**config.mk**
```make
export PLATFORM = sky130hd
export DESIGN_NAME = i2s_tx
export DESIGN_NICKNAME = d
export VERILOG_FILES = /design/src/rtl/i2s_tx.sv
export SDC_FILE = /design/constraint.sdc
export NUM_CORES = 1
export LEC_CHECK = 0
export CAP_MARGIN = 20
export CORE_MARGIN = 2
export CORE_UTILIZATION = 40
export DETAILED_ROUTE_END_ITERATION = 6
export DONT_BUFFER_PORTS = 1
export GPL_TIMING_DRIVEN = 0
export SLEW_MARGIN = 20
export SYNTH_ARGS = -nofsm -noshare
export SYNTH_HDL_FRONTEND = slang
export SYNTH_SLANG_ARGS = --single-unit
export TNS_END_PERCENT = 30
```
**constraint.sdc**
```tcl
create_clock -name clk -period 3.13 [get_ports clk]
set_input_delay 0.626 -clock clk [delete_from_list [all_inputs] [get_ports clk]]
set_output_delay 0.626 -clock clk [all_outputs]
set_load 0.03 [all_outputs]
```
**src/rtl/i2s_tx.sv**
```systemverilog
// i2s_tx: I2S clock-master transmitter (Philips format, MSB first).
//   Divides clk into bclk/lrclk, serializes one stereo frame per
//   2*SLOT_W bclk periods, and takes samples through a one-deep
//   valid/ready holding register that is drained at each frame load.
//
// Ports:
//   clk, reset        system clock, asynchronous active-high reset
//   left_in, right_in stereo sample (two's complement, DATA_W bits)
//   sample_valid      sample present this cycle
//   sample_ready      holding register empty; accept on valid & ready
//   bclk, lrclk       I2S bit clock and word select (0 = left)
//   sdata             serial data, updated on bclk falling edges
//   frame_start       one-clk pulse at each frame load
//   underrun          one-clk pulse when a frame load finds no sample
//
// Optional build macro:
//   I2S_TX_MUTE_ON_UNDERRUN_EN  underrun frame loads zeros instead of
//                               repeating the previous frame.
module i2s_tx #(
  parameter int DATA_W   = 16,
  parameter int SLOT_W   = 32,
  parameter int BCLK_DIV = 4
) (
  input  logic              clk,
  input  logic              reset,
  input  logic [DATA_W-1:0] left_in,
  input  logic [DATA_W-1:0] right_in,
  input  logic              sample_valid,
  output logic              sample_ready,
  output logic              bclk,
  output logic              lrclk,
  output logic              sdata,
  output logic              frame_start,
  output logic              underrun
);

  localparam int PW = $clog2(2*SLOT_W);
  localparam int CW = (BCLK_DIV > 1) ? $clog2(BCLK_DIV) : 1;
  localparam logic [PW-1:0] P_LAST = PW'(2*SLOT_W - 1);

  typedef struct packed {
    logic [DATA_W-1:0] l;
    logic [DATA_W-1:0] r;
  } stereo_t;

  logic [CW-1:0]     cnt;
  logic [PW-1:0]     p, p_nxt;
  logic              hold_full;
  stereo_t           hold, frame;
  logic              tc, fall, load, accept, bit_nxt;
  logic [DATA_W-1:0] l_sh, r_sh;

  assign tc           = (cnt == CW'(BCLK_DIV - 1));
  assign fall         = tc & bclk;
  assign load         = fall & (p == P_LAST);
  assign accept       = sample_valid & ~hold_full;
  assign sample_ready = ~hold_full;
  assign p_nxt        = (p == P_LAST) ? '0 : p + 1'b1;

  // Bit for the period being entered. One-bclk I2S delay: MSB sits at
  // p=1 of the left slot and p=SLOT_W+1 of the right slot. Selecting by
  // left-shift keeps the index arithmetic free of width games.
  always_comb begin
    bit_nxt = 1'b0;
    l_sh    = '0;
    r_sh    = '0;
    if (int'(p_nxt) >= 1 && int'(p_nxt) <= DATA_W) begin
      l_sh    = frame.l << (int'(p_nxt) - 1);
      bit_nxt = l_sh[DATA_W-1];
    end else if (int'(p_nxt) >= SLOT_W + 1 && int'(p_nxt) <= SLOT_W + DATA_W) begin
      r_sh    = frame.r << (int'(p_nxt) - SLOT_W - 1);
      bit_nxt = r_sh[DATA_W-1];
    end
  end

  always_ff @(posedge clk or posedge reset) begin
    if (reset) begin
      cnt         <= '0;
      bclk        <= 1'b0;
      p           <= P_LAST;
      lrclk       <= 1'b0;
      sdata       <= 1'b0;
      frame_start <= 1'b0;
      underrun    <= 1'b0;
      hold_full   <= 1'b0;
      hold        <= '0;
      frame       <= '0;
    end else begin
      frame_start <= 1'b0;
      underrun    <= 1'b0;

      if (tc) begin
        cnt  <= '0;
        bclk <= ~bclk;
      end else begin
        cnt <= cnt + 1'b1;
      end

      if (fall) begin
        p     <= p_nxt;
        lrclk <= (int'(p_nxt) >= SLOT_W);
        sdata <= bit_nxt;
      end

      // p wraps to 0 on the load, whose bit is always 0, so the new
      // frame is first used one bclk later (p=1).
      if (load) begin
        frame_start <= 1'b1;
        if (hold_full) begin
          frame <= hold;
        end else begin
          underrun <= 1'b1;
`ifdef I2S_TX_MUTE_ON_UNDERRUN_EN
          frame <= '0;
`endif
        end
      end

      // Load with a full holding register drains it; an accept in that
      // cycle is impossible since ready was low. An accept coinciding
      // with an empty-load is held for the following frame (no bypass).
      if (load && hold_full) begin
        hold_full <= 1'b0;
      end else if (accept) begin
        hold_full <= 1'b1;
        hold.l    <= left_in;
        hold.r    <= right_in;
      end
    end
  end

endmodule

```
==> impl_metrics.tcl <==
set metrics [dict create \
    fin_area_mm2 0.00409 \
    startpoint_type "register" \
    num-fill-cells 853 \
    via_count 2108 \
    cts-buffers-inserted 9 \
    fmax_mhz 375 \
    hold_class "input port to async pin" \
    first_pass_iters 4 \
    fp.dieH_um 100 \
    synthCells 270 \
    p_int_mw 1.57 \
    synth_seq_area_share_pct 52.8 \
    tightest_slew_ps 635 \
    critPathCaptureType "register" \
    syn_to_final_growth_pct 10.4 \
    required_ps 3350 \
    finalHoldViolCount 0 \
    num_io_pins 41 \
    grt_antenna_before_repair 0 \
    p_switching_uw 424 \
    grt_usage_pct 15.0 \
    slowest_stage "dfstp_2" \
    num-nets-final 321 \
    path_cells "buf_4 -> inv_1 -> ha_1 -> buf_2 -> mux2_2 -> o21ai_0 -> a21boi_0 -> o211a_1 -> o21ai_1" \
    drive_gt1_share_pct 39.0 \
    cap_violations 0 \
    swShare_pct 21.3 \
    slew_headroom_pct 57.7 \
    hpwl_um 4760 \
    finClkSkew_ps 8.90 \
    rsz0062_at_grt "false" \
    port_buffers 0 \
    drtAntennaViolNets 0 \
    drt_wl_total_um 6740 \
    postCtsHoldBufs 0 \
    synth_cell_types 54 \
    setup_viol_count_final 0 \
    fp.coreArea_mm2 0.00911 \
    path_delay_family "buffers and inverters" \
    tns_ps 0 \
    wl_per_cell_um 16.9 \
    gp_congestion 0.883 \
    grt_max_degree 45 \
    place_area_mm2 0.00387 \
    gr-total-overflow 0 \
    status "completed" \
    yosysWarnings 0 \
    ys_ff_latch 78 \
    synth_area_per_cell_um2 13.7 \
    final_util_pct 44.9 \
    post-place-ws_ps 484 \
    ctsRootBufferMaster "clkbuf_8" \
    diodes 0 \
    post-cts-setup-buffers 0 \
    drcViolationCount 0 \
    finalCritPeriodShare_pct 85.3 \
    drv_slew 0 \
    initial_core_util_pct 40.7 \
    seqCellArea_mm2 0.00196 \
    fp-row-count 35 \
    die_area_mm2 0.0101 \
    critPathMaxFanout 10 \
    p_clk_share_pct 41.8 \
    cts.sink_count 78 \
    cpPeakStageDelay_ps 590 \
    syn_area_mm2 0.00371 \
    leakage_nw 1.90 \
    cts_resized 0 \
    path_class "register to register" \
    cts_buffer_depth 2 \
    worst_ep_arrival_time_ps 2890 \
    worst_slack_ps 461 \
    multi_input_area_mm2 0.00161 \
    vdd_drop_max_mv 0.269 \
    dieWidth_um 100 \
    htree_levels 3 \
    seq_power_share_pct 54.6 \
    tritoncts "yes" \
    clk_pin_slew_ps 80 \
    powerDensity_mw_per_mm2 488 \
    path_buf_inv 3 \
    vias_per_cell 5.30 \
    comb_power_share_pct 3.7 \
    drt-initial-drc-count 177 \
    grt_pass1_wl_um 11600 \
    fin_crit_ps 2670 \
    synth_fp_nets 309 \
    grt_pass1_vias 2185 \
    clk_latency_ps 340 \
]
## final timing paths
check | from | cells after the start | slack, ps | end
setup / recovery | p[0] | 9 | 460 | sdata
hold / removal | reset | 1 | 160 | hold[10]
setup reg to reg | p[0] | 9 | 460 | sdata
hold reg to reg | cnt[0] | 1 | 430 | cnt[0]
max in group asynchronous | reset | 2 | 2330 | p[2]
min in group clk | sample_valid | 1 | 390 | hold_full
## cell type report
class / instances / share of cell area (%)
Clock inverter: 6 / 2.08
Tap cell: 111 / 3.39
Multi-Input combinational cell: 169 / 39.2
Buffer: 17 / 2.96
Inverter: 6 / 0.611
Sequential cell: 78 / 47.9
Clock buffer: 10 / 3.36
Timing Repair Buffer: 1 / 0.489
## per-stage QoR
stage / instances / hold slack [ps] / total power [mW]
2_1_floorplan: 270 / 403 / 1.16
3_3_place_gp: 381 / 413 / 1.18
3_5_place_dp: 382 / 429 / 1.19
4_1_cts: 398 / 156 / 2.03
5_1_grt: 398 / 171 / 2.09
6_report: 398 / 161 / 2.00
## worst register-to-register path: stages (launching register included)
cell and delay (ps):
dfstp_2 590, buf_4 200, inv_1 140, ha_1 350, buf_2 290, mux2_2 370
o21ai_0 140, a21boi_0 230, o211a_1 160, o21ai_1 70
## logic make-up after synthesis
logic type	Yosys count	share of synthesized area [%]
buffers and inverters	23	3.88
muxes	78	26.2
DFF	78	52.8
adders and majority gates	4	1.35
xor gates and xnor gates	6	1.42
and+or+nand+nor	43	6.44
AOI/OAI and AO/OA	38	7.86
## cell usage after synthesis, drive strengths merged
cell,number,area [µm²]
nand4,2,12.5
o211a,1,10.0
dfstp,6,158
nor2b,2,12.5
nor3,2,10.0
or3,1,6.26
xor2,2,17.5
nor4,4,25.0
or2,1,6.26
a2111oi,1,8.76
nand2,11,43.8
clkbuf,2,7.51
nor2,6,25.0
dfrtp,72,1800
o21a,4,30.0
a31oi,3,33.8
a31o,1,8.76
mux2,67,863
a21oi,5,25.0
nand3,5,30.0
and3,2,17.5
nand2b,3,18.8
o22ai,2,12.5
o2bb2ai,2,17.5
and2,1,6.26
a21o,1,7.51
nor3b,2,15.0
a311oi,2,23.8
o32ai,1,16.3
o31a,1,8.76
mux2i,11,110
xnor2,4,35.0
inv,6,22.5
a211oi,1,7.51
o211ai,2,15.0
a32oi,1,8.76
o32a,1,10.0
and4b,1,10.0
o21ai,8,40.0
a21boi,1,7.51
buf,15,114
ha,4,50.1
## power groups by stage
stage	sequential, mW	combinational [mW]	clock (mW)
final	1.09	0.0730	0.834
after global routing	1.10	0.0829	0.909
after CTS	1.09	0.0760	0.863
after detailed placement	1.11	0.0761	0
after global placement	1.11	0.0691	0
after floorplan	1.10	0.0626	0
## metal layers
layer | global-route usage [%] | vias to the layer above | part of all wire (%)
met5 | 0 | - | 0
met4 | 4.74 | 0 | 0.83
met3 | 4.53 | 4 | 3.9
met2 | 21.7 | 34 | 46
met1 | 21.5 | 1066 | 49
li1 | - | 1004 | -
## cell usage in the layout (no fill, tap or decap), types with 6 or more instances in the layout
master     n
mux2i_1   11
dfstp_2    6
dfrtp_1   72
o21ai_0    7
mux2_4    29
clkbuf_8  10
mux2_2    37
nand2_1   10
## registers in the layout, summed over array words and instances (netlist names)
signal / cells
p: 6
frame_start: 1
hold_full: 1
sdata: 1
lrclk: 1
frame: 32
underrun: 1
hold: 32
bclk: 1
cnt: 2
Note: power is estimated with default switching activity, not from simulation.
